[src/rtl/iob_picorv32_mem_merge_pkg.sv]
// Shared definitions for the PicoRV32 IOb instruction/data bus merge.
package iob_picorv32_mem_merge_pkg;

  typedef enum logic [1:0] {
    IDLE   = 2'd0,
    LOCK_I = 2'd1,
    LOCK_D = 2'd2
  } gnt_state_e;

  localparam logic ID_I = 1'b0;
  localparam logic ID_D = 1'b1;

  // Response bus {rdata, rvalid, ready}, LSB first.
  localparam int RESP_READY_BIT  = 0;
  localparam int RESP_RVALID_BIT = 1;
  localparam int RESP_RDATA_LSB  = 2;

  // Request bus {valid, addr, wdata, wstrb}, LSB first.
  localparam int REQ_WSTRB_LSB = 0;

  function automatic int req_wdata_lsb(input int data_w);
    return data_w / 8;
  endfunction

  function automatic int req_addr_lsb(input int data_w);
    return data_w / 8 + data_w;
  endfunction

  function automatic int req_valid_bit(input int addr_w, input int data_w);
    return addr_w + data_w + data_w / 8;
  endfunction

endpackage

[src/rtl/iob_picorv32_mem_merge_idfifo.sv]
// ID FIFO for outstanding reads: 1 bit wide, 2**OUTST_W entries deep.
module iob_picorv32_mem_merge_idfifo #(
  parameter int OUTST_W = 2
) (
  input  logic             clk_i,
  input  logic             arst_n_i,
  input  logic             cke_i,
  input  logic             push_i,
  input  logic             push_id_i,
  input  logic             pop_i,
  output logic             head_o,
  output logic [OUTST_W:0] count_o,
  output logic             full_o
);
  localparam int DEPTH = 2 ** OUTST_W;
  localparam logic [OUTST_W:0]   FULL_CNT = (OUTST_W + 1)'(DEPTH);
  localparam logic [OUTST_W:0]   CNT_ONE  = (OUTST_W + 1)'(1);
  localparam logic [OUTST_W-1:0] PTR_ONE  = OUTST_W'(1);

  logic [DEPTH-1:0]   r_mem;
  logic [OUTST_W-1:0] r_wptr, r_rptr;
  logic [OUTST_W:0]   r_count;
  logic               w_push, w_pop;

  assign full_o  = (r_count == FULL_CNT);
  assign count_o = r_count;
  assign head_o  = r_mem[r_rptr];
  assign w_push  = cke_i && push_i && !full_o;
  assign w_pop   = cke_i && pop_i && (r_count != '0);

  // NOTE: storage needs no reset; the pointers and count alone decide which entries are live.
  always_ff @(posedge clk_i) begin
    if (w_push) r_mem[r_wptr] <= push_id_i;
  end

  // NOTE: non-blocking assignments so every register samples pre-edge values.
  always_ff @(posedge clk_i or negedge arst_n_i) begin
    if (!arst_n_i) begin
      r_wptr  <= '0;
      r_rptr  <= '0;
      r_count <= '0;
    end else begin
      if (w_push) r_wptr <= r_wptr + PTR_ONE;
      if (w_pop)  r_rptr <= r_rptr + PTR_ONE;
      case ({w_push, w_pop})
        2'b10:   r_count <= r_count + CNT_ONE;
        2'b01:   r_count <= r_count - CNT_ONE;
        default: r_count <= r_count;
      endcase
    end
  end

endmodule

[src/rtl/iob_picorv32_mem_merge.sv]
// Merges PicoRV32 instruction and data IOb buses onto one memory port.
// Define IOB_MERGE_RR_EN for round-robin tie-break; default gives D fixed priority.
module iob_picorv32_mem_merge
  import iob_picorv32_mem_merge_pkg::*;
#(
  parameter  int ADDR_W  = 32,
  parameter  int DATA_W  = 32,
  parameter  int OUTST_W = 2,
  localparam int REQ_W   = 1 + ADDR_W + DATA_W + DATA_W / 8,
  localparam int RESP_W  = DATA_W + 2
) (
  input  logic              clk_i,
  input  logic              arst_n_i,
  input  logic              cke_i,
  input  logic [REQ_W-1:0]  ibus_req_i,
  output logic [RESP_W-1:0] ibus_resp_o,
  input  logic [REQ_W-1:0]  dbus_req_i,
  output logic [RESP_W-1:0] dbus_resp_o,
  output logic [REQ_W-1:0]  mem_req_o,
  input  logic [RESP_W-1:0] mem_resp_i,
  output logic              err_o
);
  localparam int VALID_BIT = req_valid_bit(ADDR_W, DATA_W);
  localparam int STRB_W    = DATA_W / 8;

  gnt_state_e       r_state, w_state_nxt;
  logic             w_i_valid, w_d_valid, w_gnt_i, w_gnt_d, w_tie_i;
  logic             w_rdy, w_acc, w_acc_read, w_acc_id;
  logic             w_full, w_head, w_push, w_pop, w_rsp_ok, r_err;
  logic [OUTST_W:0] w_count;
  logic [REQ_W-1:0] w_gnt_req;
  logic [DATA_W-1:0] w_rdata;

  assign w_i_valid = ibus_req_i[VALID_BIT];
  assign w_d_valid = dbus_req_i[VALID_BIT];
  assign w_rdy     = mem_resp_i[RESP_READY_BIT] && !w_full;

`ifdef IOB_MERGE_RR_EN
  logic r_last;
  always_ff @(posedge clk_i or negedge arst_n_i) begin
    if (!arst_n_i)            r_last <= ID_D;
    else if (cke_i && w_acc)  r_last <= w_acc_id;
  end
  assign w_tie_i = (r_last == ID_D);
`else
  assign w_tie_i = 1'b0;
`endif

  // A grant that is not accepted locks until accepted or withdrawn.
  always_comb begin
    // NOTE: defaults first so every path assigns every output and no latch is inferred.
    w_state_nxt = r_state;
    w_gnt_i     = 1'b0;
    w_gnt_d     = 1'b0;
    case (r_state)
      IDLE: begin
        if (w_i_valid && (!w_d_valid || w_tie_i)) w_gnt_i = 1'b1;
        else if (w_d_valid)                       w_gnt_d = 1'b1;
        if ((w_gnt_i || w_gnt_d) && !w_rdy) w_state_nxt = w_gnt_i ? LOCK_I : LOCK_D;
      end
      LOCK_I: begin
        w_gnt_i = 1'b1;
        if (w_rdy || !w_i_valid) w_state_nxt = IDLE;
      end
      LOCK_D: begin
        w_gnt_d = 1'b1;
        if (w_rdy || !w_d_valid) w_state_nxt = IDLE;
      end
      default: w_state_nxt = IDLE;
    endcase
  end

  always_ff @(posedge clk_i or negedge arst_n_i) begin
    if (!arst_n_i)  r_state <= IDLE;
    else if (cke_i) r_state <= w_state_nxt;
  end

  assign w_gnt_req  = w_gnt_i ? ibus_req_i : (w_gnt_d ? dbus_req_i : '0);
  assign mem_req_o  = w_full ? '0 : w_gnt_req;
  assign w_acc      = w_gnt_req[VALID_BIT] && w_rdy;
  assign w_acc_read = (w_gnt_req[REQ_WSTRB_LSB +: STRB_W] == '0);
  assign w_acc_id   = w_gnt_d ? ID_D : ID_I;
  assign w_push     = w_acc && w_acc_read;
  assign w_pop      = mem_resp_i[RESP_RVALID_BIT];

  iob_picorv32_mem_merge_idfifo #(.OUTST_W(OUTST_W)) u_idfifo (
    .clk_i    (clk_i),
    .arst_n_i (arst_n_i),
    .cke_i    (cke_i),
    .push_i   (w_push),
    .push_id_i(w_acc_id),
    .pop_i    (w_pop),
    .head_o   (w_head),
    .count_o  (w_count),
    .full_o   (w_full)
  );

  // An rvalid with nothing outstanding is dropped and flagged.
  assign w_rsp_ok    = w_pop && (w_count != '0);
  assign w_rdata     = mem_resp_i[RESP_W-1:RESP_RDATA_LSB];
  assign ibus_resp_o = {w_rdata, w_rsp_ok && (w_head == ID_I), w_gnt_i && w_rdy};
  assign dbus_resp_o = {w_rdata, w_rsp_ok && (w_head == ID_D), w_gnt_d && w_rdy};

  always_ff @(posedge clk_i or negedge arst_n_i) begin
    if (!arst_n_i)                         r_err <= 1'b0;
    else if (cke_i && w_pop && !w_rsp_ok)  r_err <= 1'b1;
  end
  assign err_o = r_err;

endmodule

[config.mk]
export PLATFORM = sky130hd
export DESIGN_NAME = iob_picorv32_mem_merge
export DESIGN_NICKNAME = d
export VERILOG_FILES = /design/src/rtl/iob_picorv32_mem_merge_pkg.sv /design/src/rtl/iob_picorv32_mem_merge_idfifo.sv /design/src/rtl/iob_picorv32_mem_merge.sv
export SDC_FILE = /design/constraint.sdc
export NUM_CORES = 1
export LEC_CHECK = 0
export CAP_MARGIN = 20
export CORE_AREA = 2 2 120 122
export CTS_BUF_LIST = sky130_fd_sc_hd__clkbuf_4 sky130_fd_sc_hd__clkbuf_8
export CTS_CLUSTER_DIAMETER = 200
export DETAILED_ROUTE_END_ITERATION = 6
export DIE_AREA = 0 0 122 124
export GPL_ROUTABILITY_DRIVEN = 0
export SLEW_MARGIN = 20
export SYNTH_ARGS = -nofsm -noshare
export SYNTH_HDL_FRONTEND = slang
export SYNTH_HIERARCHICAL = 1
export SYNTH_SLANG_ARGS = --single-unit
[constraint.sdc]
create_clock -name clk_i -period 3.96 [get_ports clk_i]
set_clock_uncertainty 0.05 [all_clocks]
set_input_delay 0.396 -clock clk_i [delete_from_list [all_inputs] [get_ports clk_i]]
set_output_delay 0.396 -clock clk_i [all_outputs]
set_load 0.005 [all_outputs]
# Word-level counts from Yosys, hierarchy flattened
# Index checks and enable logic that the tools add are counted.
[totals]
register_bits = 14
inputBits = 175
wordCells = 73
[op_classes]
n_addsub = 4
magnitude_cmp = 3
n_eq_ne = 8
mux = 22
n_bitwise = 1
n_reduce_logical = 29
[ops]
columns = ["op", "n"]
rows = [
  ["$mux W69", 3],
  ["$logic_and A1 B1 Y1", 16],
  ["$mux W1", 8],
  ["$mux W2", 4],
  ["$lt A2 B3 Y1 const B", 2],
  ["$ne A2 B2 Y1 const B", 3],
  ["$pmux W2 S3", 1],
  ["$pmux W3 S2", 1],
  ["$logic_not A1 Y1", 5],
  ["$add A2 B1 Y2 const B", 2],
  ["$bwmux W4", 1],
  ["$eq A2 B1 Y1 const B", 2],
  ["$eq A2 B2 Y1 const B", 2],
  ["$logic_not A4 Y1", 1],
  ["$pmux W1 S2", 2],
  ["$reduce_and A4 Y1", 1],
  ["$add A3 B1 Y3 const B", 1],
  ["$eq A3 B3 Y1 const B", 1],
  ["$logic_or A1 B1 Y1", 3],
  ["$reduce_bool A3 Y1", 1],
  ["$sub A3 B1 Y3 const B", 1],
  ["$bmux W1 S2", 1],
  ["$demux W1 S2", 1],
  ["$ge A2 B1 Y1 const B", 1],
  ["3 further kinds", 3],
]

# Depth between registers and ports, before layout
# Gate-level depths: netlist of the first run.
[logic_depth]
ltp_word = 13
mapped_depth = 12
ltp_nobuf = 12

# By module
# Netlist of the first run, hierarchy kept.
[modules_own_cells]
columns = ["mod", "n_inst", "cells_per_inst", "area_per_inst_um2", "seq_area_each_um2"]
rows = [
  ["iob_picorv32_mem_merge", 1, 180, 1417.6, 75.1],
  ["iob_picorv32_mem_merge_idfifo", 1, 42, 584.3, 295.3],
]

# Worst setup path before layout of the first run
# OpenSTA, ideal clock, no wires.
[synth_path]
path_type = "flip-flop to flip-flop"
start = "register u_idfifo.r_count[0], in the netlist u_idfifo/count_o[0]"
end = "register u_idfifo.r_count[2], in the netlist u_idfifo/count_o[2]"
arrival_time_ns = 2.180
t_required_ns = 3.831
setup_slack_ns = 1.651
path_stages_with_launch = 13
path_buffers = 0
period_less_slack_ns = 2.309
path_cell_list = "dfrtp_1 > nor3b_4 > nand2b_1 > nor4_1 > nand2_1 > nor2_4 > inv_1 > ha_1 > inv_1 > fa_1 > xor2_1 > nor2_1 > xor2_1"
[synth_between]
elab_chain_cells = 9
elab_cells_between_ends = 15
[synth_rtl]
columns = ["item", "line_no", "text"]
rows = [
  ["start: declaration", "iob_picorv32_mem_merge_idfifo.sv:22", "logic [OUTST_W:0] r_count;"],
  ["start signal: assignment", "iob_picorv32_mem_merge_idfifo.sv:46", "2'b10: r_count <= r_count + CNT_ONE;"],
  ["start signal: assignment", "iob_picorv32_mem_merge_idfifo.sv:47", "2'b01: r_count <= r_count - CNT_ONE;"],
  ["start signal: assignment", "iob_picorv32_mem_merge_idfifo.sv:48", "default: r_count <= r_count;"],
  ["$eq A3 B3 Y1 *", "iob_picorv32_mem_merge_idfifo.sv:25", "assign full_o = (r_count == FULL_CNT);"],
  ["via w_full", "iob_picorv32_mem_merge.sv:29", "logic w_full, w_head, w_push, w_pop, w_rsp_ok, r_err;"],
  ["$logic_not A1 Y1 *", "iob_picorv32_mem_merge.sv:36", "assign w_rdy = mem_resp_i[RESP_READY_BIT] && !w_full;"],
  ["$logic_and A1 B1 Y1 *", "iob_picorv32_mem_merge.sv:36", ""],
  ["$logic_and A1 B1 Y1 *", "iob_picorv32_mem_merge.sv:80", "assign w_acc = w_gnt_req[VALID_BIT] && w_rdy;"],
  ["$logic_and A1 B1 Y1 *", "iob_picorv32_mem_merge.sv:83", "assign w_push = w_acc && w_acc_read;"],
  ["via w_push", "iob_picorv32_mem_merge.sv:29", ""],
  ["$logic_and A1 B1 Y1 * (2 in series)", "iob_picorv32_mem_merge_idfifo.sv:28", "assign w_push = cke_i && push_i && !full_o;"],
  ["$eq A2 B1 Y1 / $eq A2 B2 Y1 (equally long branches)", "iob_picorv32_mem_merge_idfifo.sv:45", "case ({w_push, w_pop})"],
  ["$pmux W3 S2 / $reduce_bool A2 Y1 (equally long branches)", "--", ""],
]
# The timed path passes the listed nets; every way through them passes the cells marked *.
# A chain may end at the register's enable or synchronous reset.

# Worst setup path after layout of the first run
[layout_path]
start = "input dbus_req_i[68]"
end = "output mem_req_o[47]"
[layout_between]
elab_chain_cells = 8
elab_cells_between_ends = 12
[layout_rtl]
columns = ["item", "line_no", "text"]
rows = [
  ["start: declaration", "iob_picorv32_mem_merge.sv:17", "input logic [REQ_W-1:0] dbus_req_i,"],
  ["$logic_not A1 Y1", "iob_picorv32_mem_merge.sv:57", "if (w_i_valid && (!w_d_valid || w_tie_i)) w_gnt_i = 1'b1;"],
  ["$logic_and A1 B1 Y1", "iob_picorv32_mem_merge.sv:57", ""],
  ["$mux W1", "iob_picorv32_mem_merge.sv:57", ""],
  ["$mux W1", "iob_picorv32_mem_merge.sv:55", "case (r_state)"],
  ["$pmux W1 S2", "iob_picorv32_mem_merge.sv:55", ""],
  ["$mux W69", "iob_picorv32_mem_merge.sv:78", "assign w_gnt_req = w_gnt_i ? ibus_req_i : (w_gnt_d ? dbus_req_i : '0);"],
  ["$mux W69 *", "iob_picorv32_mem_merge.sv:78", ""],
  ["$mux W69 *", "iob_picorv32_mem_merge.sv:79", "assign mem_req_o = w_full ? '0 : w_gnt_req;"],
  ["end: declaration", "iob_picorv32_mem_merge.sv:19", "output logic [REQ_W-1:0] mem_req_o,"],
]
# Mark *: on every way between the ends. The rest lies on a longest branch, timed or not. The select of a mux whose other input is x is not followed.

==> summary.txt, run 1 <==
Timing
  – Setup TNS: 0 ns
  – Final Max Slew Viols: 0
  – Worst hold margin: about 0.43 ns
  – Count of final setup violators: 0
  – RSZ-0062 raised after global routing: false
  – Period minus WS final: just under 3 ns
  – Worst-Margin Slew: approximately 0.47 ns
  – Period Utilization, post-route: 75.2%
  – Fin worst setup slack: around 0.98 ns
  – Peak Freq: about 340 MHz
  – Max transition margin: 68.3%
  – Fin. Hold Viols: 0

Cells and area
  – Multi-input logic area: roughly 1000 sq um
  – Post-route cell area: about 3900 sq um
  – Share of cells above drive strength 1: under 10%
  – Fin util: around 29%
  – Syn-to-layout area delta: 95.5%
  – Register area: approximately 370 sq um
  – Fin cells: roughly 550
  – Fillers: ~1.5k
  – Nets: 550

Yosys
  – Most numerous cell in the Yosys netlist: a22o_1
  – FFs w/ async S/R, synth: 71.4%
  – Synth Cell Area: between 2000 and 2500 sq um
  – Post-synthesis register bit count: 14
  – Synth Warn #: 6
  – Yosys top cell area share: a little under 30%
  – Number of synthesized flops with an enable pin: 4
  – Mean post-synth cell area: around 9 sq um
  – Sequential fraction of the synthesis area: 18.5%
  – Synth cell types: 38
  – Most instantiated cells after synthesis: 68 x a22o_1, 67 x buf_4, 10 x dfrtp_1, 10 x inv_1, 6 x nor2_1
  – Cell taking the most area after synthesis: a22o_1
  – Synth Flop Type: dfrtp_1
  – Gate Count Post-Synth: around 220
  – Syn Nets: 403
  – Dominant cells by area after synthesis: a22o_1 30%, buf_4 25%, dfrtp_1 13%

Setup path
  – Max incr delay on CP: 0.54 ns
  – CP Depth: 6
  – WP buf/inv: 3
  – Worst r2r path cells: 12
  – Critical path class: input pin to primary output
  – Cell mode on critical path: clkdlybuf4s50_1
  – Crit path max fanout: 40
  – Family with the most delay on the worst path: buffers and inverters
  – Worst path arrival time: roughly 2.5 ns
  – Critical Path RT: between 3 and 4 ns
  – Critical path's slowest cell: clkdlybuf4s50_1
  – Crit start category: input pin
  – Crit. End Element: primary output
  – Cells along the critical path: clkdlybuf4s50_1, nand2b_4, a211oi_4, buf_4, a22o_1, clkdlybuf4s50_1

Clock tree
  – Clk slew on worst S/H paths: about 0.060 ns
  – Resized cells post-CTS: 0
  – CTS tree: built
  – Root buf cell: clkbuf_8
  – # Post-CTS Setup Buffers: 0
  – Hold Buf Count CTS: 0
  – CTS Buf Count: 3
  – Max clock buf depth: 2
  – TritonCTS sink count: 14
  – CTS H-tree depth: 1
  – Clk_lat worst skew: ~0.24 ns

Routing
  – Vias: 2,242
  – ANT nets after route: 0
  – Initial DRC count: 61
  – Avg WL per Cell: 19.0 um
  – Pre-Repair DR Iteration Count: 5
  – DRC viols: 0
  – Via density: between 4 and 5
  – Drt total wl: about 10,000 um

GRT
  – Initial antenna violation count: 1
  – Pin count of the biggest net entering global routing: slightly above 40
  – Grt total ovfl: 0
  – Vias in the first global route: about 2.3k
  – GRT Total Usage: around an eighth
  – First-pass GRT wire length: around 14,000 um

Placed design
  – Placed Area: just under 4000 sq um
  – Buffers on Ports: 216
  – Inst Count DP: roughly 540
  – Post-Place Setup Slack: 0.978 ns
  – Dpl hpwl: 8950 um

Power
  – PD cells: approximately 390 nW/um^2
  – Static leakage: about 1.5 nW
  – Peak VDD IR: approximately 0.00022 V
  – Total chip power: about 1.5 mW

Floorplan
  – I/O Pins: 313
  – Initial Utilization: between 10% and 20%
  – Core Area: approximately 14,000 sq um
  – DIE AREA: between 15,000 and 20,000 sq um
  – Chip width: between 100 and 150 um
  – Rows: 43
  – Die Y: ~120 um

Run status
  – Status: finished, final reports clean

Worst hold path
  – Hold Path Class: input pin to async pin

Run
  – Max_cap viols: 0
-- cells by family (layout without fill, tap and decap cells) --
| kind of cell | count (synthesis) | count (layout) | share of synthesized area [%] |
|---|---|---|---|
| other | 0 | 1 | 0 |
| DFF | 14 | 14 | 18.5 |
| buffers and inverters | 88 | 234 | 30.1 |
| and+or+nand+nor | 28 | 28 | 8.88 |
| xor gates and xnor gates | 6 | 6 | 2.63 |
| AOI/OAI and AO/OA | 77 | 77 | 33.4 |
| adders and majority gates | 6 | 6 | 4.13 |
| muxes | 3 | 3 | 2.37 |
-- layout make-up --
type	instances	share of cell area [%]
antenna	1	0.0639
clock buffer	3	1.05
clock inverter	1	0.0959
inverter	10	0.959
multi-input combinational	120	26.6
sequential	14	9.46
tap	180	5.75
timing repair buffer	220	56.0
-- report_power, final --
group / internal (mW) / leakage [nW] / total, mW / switching, mW
registers: 0.197 / 0.154 / 0.248 / 0.0513
logic: 0.723 / 1.34 / 1.18 / 0.455
clock network: 0.0684 / 0.0231 / 0.115 / 0.0471
-- cells in the final DEF (no fill, tap or decap), drive strengths merged --
master         instances
mux2                   1
a211oi                 3
o311a                  1
mux2i                  1
and2                   4
and3                   1
nand2                  5
clkdlybuf4s50        216
nor3b                  1
fa                     1
a21oi                  2
edfxtp                 4
inv                   10
nand2b                 2
xor2                   3
a22o                  68
o21bai                 2
or3                    1
mux4                   1
nor2b                  2
o21ai                  1
nand3                  1
clkinv                 1
dfrtp                 10
clkbuf                 3
xnor2                  3
nor4                   3
ha                     5
nor2                   8
diode                  1
buf                    4
-- layer usage --
layer  share of wire (%)  up-vias  GRT usage (%)
met3                  11        2           3.02
met1                  37     1040           14.4
met4                0.12        0           1.08
met2                  52      157           22.6
li1                    -     1043              -
met5                   0        -              0
-- state kept, by name, summed over array words and instances (netlist names) --
signal	cells
u_idfifo/r_mem	4
u_idfifo/r_rptr	2
err_o	1
u_idfifo/r_wptr	2
u_idfifo/count_o	3
r_state	2
-- worst register-to-register path: cells and delay by family, from the launching register on --
kind / cells / cell delay (ns)
XOR/XNOR: 2 / 0.33
adder cells (fa/ha/maj): 2 / 0.55
buffers and inverters: 2 / 0.14
flip-flops: 1 / 0.44
AND/OR/NAND/NOR: 6 / 1.10
-- final timing paths --
path / startpoint / endpoint / slack, ns
worst max-delay path: dbus_req_i[68] / mem_req_o[47] / 0.98
worst min-delay path: arst_n_i / u_idfifo/r_wptr[1] / 0.43
worst max register to register: u_idfifo/count_o[0] / u_idfifo/count_o[2] / 1.26
worst min register to register: err_o / err_o / 0.45
max in group asynchronous: arst_n_i / u_idfifo/count_o[1] / 3.10
min in group clk_i: err_o / err_o / 0.45
Power figures use the tool's default switching activity.
==> run 2: changes to the inputs <==
--- a/config.mk
+++ b/config.mk
@@ -6,11 +6,11 @@
 export NUM_CORES = 1
 export LEC_CHECK = 0
 export CAP_MARGIN = 20
-export CORE_AREA = 2 2 120 122
+export CORE_AREA = 2 2 122 124
 export CTS_BUF_LIST = sky130_fd_sc_hd__clkbuf_4 sky130_fd_sc_hd__clkbuf_8
 export CTS_CLUSTER_DIAMETER = 200
 export DETAILED_ROUTE_END_ITERATION = 6
-export DIE_AREA = 0 0 122 124
+export DIE_AREA = 0 0 124 126
 export GPL_ROUTABILITY_DRIVEN = 0
 export SLEW_MARGIN = 20
 export SYNTH_ARGS = -nofsm -noshare
==> constraint.sdc (replaced) <==
create_clock -name clk_i -period 3.1 [get_ports clk_i]
set_clock_uncertainty 0.05 [all_clocks]
set_input_delay 0.31 -clock clk_i [delete_from_list [all_inputs] [get_ports clk_i]]
set_output_delay 0.31 -clock clk_i [all_outputs]
set_load 0.005 [all_outputs]
==> run 2 against run 1 <==
Sequential share of layout area fell by 0.14 points. Global-route usage fell by 1.6 points. First-iteration DRC count is 34% lower. Register-to-register slack lost 0.78 ns. Count of clock-buffer cells in the layout rose by 1. Clock power rose by 57%. Critical path type unchanged.
==> summary.txt, run 2 (synthesized netlist as in run 1, its figures left out) <==
Floorplan
  – I/O Pins: ~310
  – Die Y: 126 um
  – Chip width: 124 um
  – Core Area: approximately 14,000 sq um
  – DIE AREA: 15,600 sq um
  – Rows: 44
  – Initial Utilization: between 10 and 15%

Clock tree
  – CTS Buf Count: 3
  – Clk_lat worst skew: 0.25 ns
  – Hold Buf Count CTS: 0
  – Resized cells post-CTS: 0
  – Clk slew on worst S/H paths: about 0.06 ns
  – Max clock buf depth: 2
  – # Post-CTS Setup Buffers: 0
  – CTS H-tree depth: 1
  – Root buf cell: clkbuf_8
  – CTS tree: built
  – TritonCTS sink count: 14

Run
  – Max_cap viols: 0

Setup path
  – Critical path class: input pin to primary output
  – Worst path arrival time: 2.32 ns
  – Crit. End Element: primary output
  – Worst reg2reg startpoint: u_idfifo/count_o[0]
  – Worst r2r path cells: 12
  – Critical Path RT: about 2.7 ns
  – Flop2flop setup slack: 0.48 ns
  – Crit path max fanout: 30
  – Worst r2r dst: u_idfifo/count_o[2]
  – Crit start category: input pin

Cells and area
  – Syn-to-layout area delta: 98.4%
  – Commonest non-fill, non-tap cell in the layout: clkdlybuf4s50_1
  – Fillers: 1,511
  – Nets: 551
  – Most frequent cells in the layout: 216 x clkdlybuf4s50_1, 68 x a22o_1, 10 x inv_1, 10 x dfrtp_1, 6 x nor2_1
  – N_diodes: 0
  – Flip-flop count of the largest register after layout: 4
  – Fin util: 27.7%
  – Largest register by flop count: u_idfifo/r_mem
  – Share of cells above drive strength 1: 5.96%

Run status
  – Status: finished, final reports clean

Timing
  – RSZ-0062 raised after global routing: false
  – Setup TNS: 0 ns
  – Max transition margin: 66.5%
  – Period minus WS final: ~2.7 ns
  – Worst-Margin Slew: 0.501 ns
  – Peak Freq: between 300 and 400 MHz
  – Final Max Slew Viols: 0
  – Period Utilization, post-route: between 80% and 90%
  – Count of final setup violators: 0
  – Fin. Hold Viols: 0

Routing
  – Pre-Repair DR Iteration Count: 4
  – Initial DRC count: 40
  – Drt total wl: between 9000 and 10,000 um
  – ANT nets after route: 0
  – Via density: just over 4
  – DRC viols: 0
  – Vias: approximately 2.2k
  – Avg WL per Cell: roughly 17 um

GRT
  – Pin count of the biggest net entering global routing: 39
  – Vias in the first global route: 2,296
  – Initial antenna violation count: 0
  – Grt total ovfl: 0
  – First-pass GRT wire length: around 12,000 um
  – GRT Total Usage: 10.4%

Power
  – PD cells: about 500 nW/um^2
  – Static leakage: approximately 1.5 nW
  – Total chip power: 2.03 mW
  – Peak VDD IR: 0.000288 V

Placed design
  – Dpl hpwl: 8100 um
  – Buffers on Ports: 216

Worst hold path
  – Hold Path Class: input pin to async pin
==> run 2: how the worst max path moves through the flow <==
stage,from,endpoint,slack [ns],cells past startpoint
detailed placement,ibus_req_i[3],u_idfifo/count_o[2],0.17,13
finish,dbus_req_i[68],mem_req_o[17],0.42,6
CTS,dbus_req_i[68],mem_req_o[17],0.39,6
floorplan,u_idfifo/count_o[0],u_idfifo/count_o[2],0.79,12
global route,ibus_req_i[3],u_idfifo/count_o[2],0.29,13
global placement,ibus_req_i[3],u_idfifo/count_o[2],0.15,13
==> run 2: critical path, stage by stage <==
cell and delay (ns):
clkdlybuf4s50_1 0.47, nand2b_4 0.19, a211oi_4 0.34, buf_12 0.22, a22o_1 0.22, clkdlybuf4s50_1 0.56
==> run 2: layer usage <==
metal  vias to the layer above  wire length, um  GRT usage, %
met1                       997             3180          10.6
met5                         -                0             0
met3                         8             1120          3.17
met2                       189             4820          20.7
met4                         0              124          1.72
li1                       1047                -             -
==> run 2: cell type report <==
| type | count | area, sq um | share of cell area (%) |
|---|---|---|---|
| multi-input combinational | 120 | 1040 | 26.2 |
| inverter | 10 | 37.5 | 0.945 |
| timing repair buffer | 221 | 2240 | 56.3 |
| clock buffer | 4 | 55.1 | 1.39 |
| sequential | 14 | 370 | 9.33 |
| tap | 184 | 230 | 5.80 |
==> run 2: power by group <==
part / leakage, nW / internal [mW] / switching [mW] / total [mW]
Combinational: 1.36 / 0.957 / 0.574 / 1.53
Clock: 0.0288 / 0.113 / 0.0676 / 0.180
Sequential: 0.154 / 0.251 / 0.0686 / 0.320
Total: 1.54 / 1.32 / 0.710 / 2.03
==> run 2: per-stage QoR <==
step / setup slack [ns] / std cells / hold slack [ns] / cell area (sq um)
2_1_floorplan: 0.791 / 222 / -0.0356 / 2000
3_3_place_gp: 0.153 / 549 / 0.410 / 3920
6_report: 0.422 / 553 / 0.347 / 3970
5_1_grt: 0.291 / 553 / 0.377 / 3970
3_5_place_dp: 0.167 / 549 / 0.416 / 3920
4_1_cts: 0.393 / 553 / 0.369 / 3970
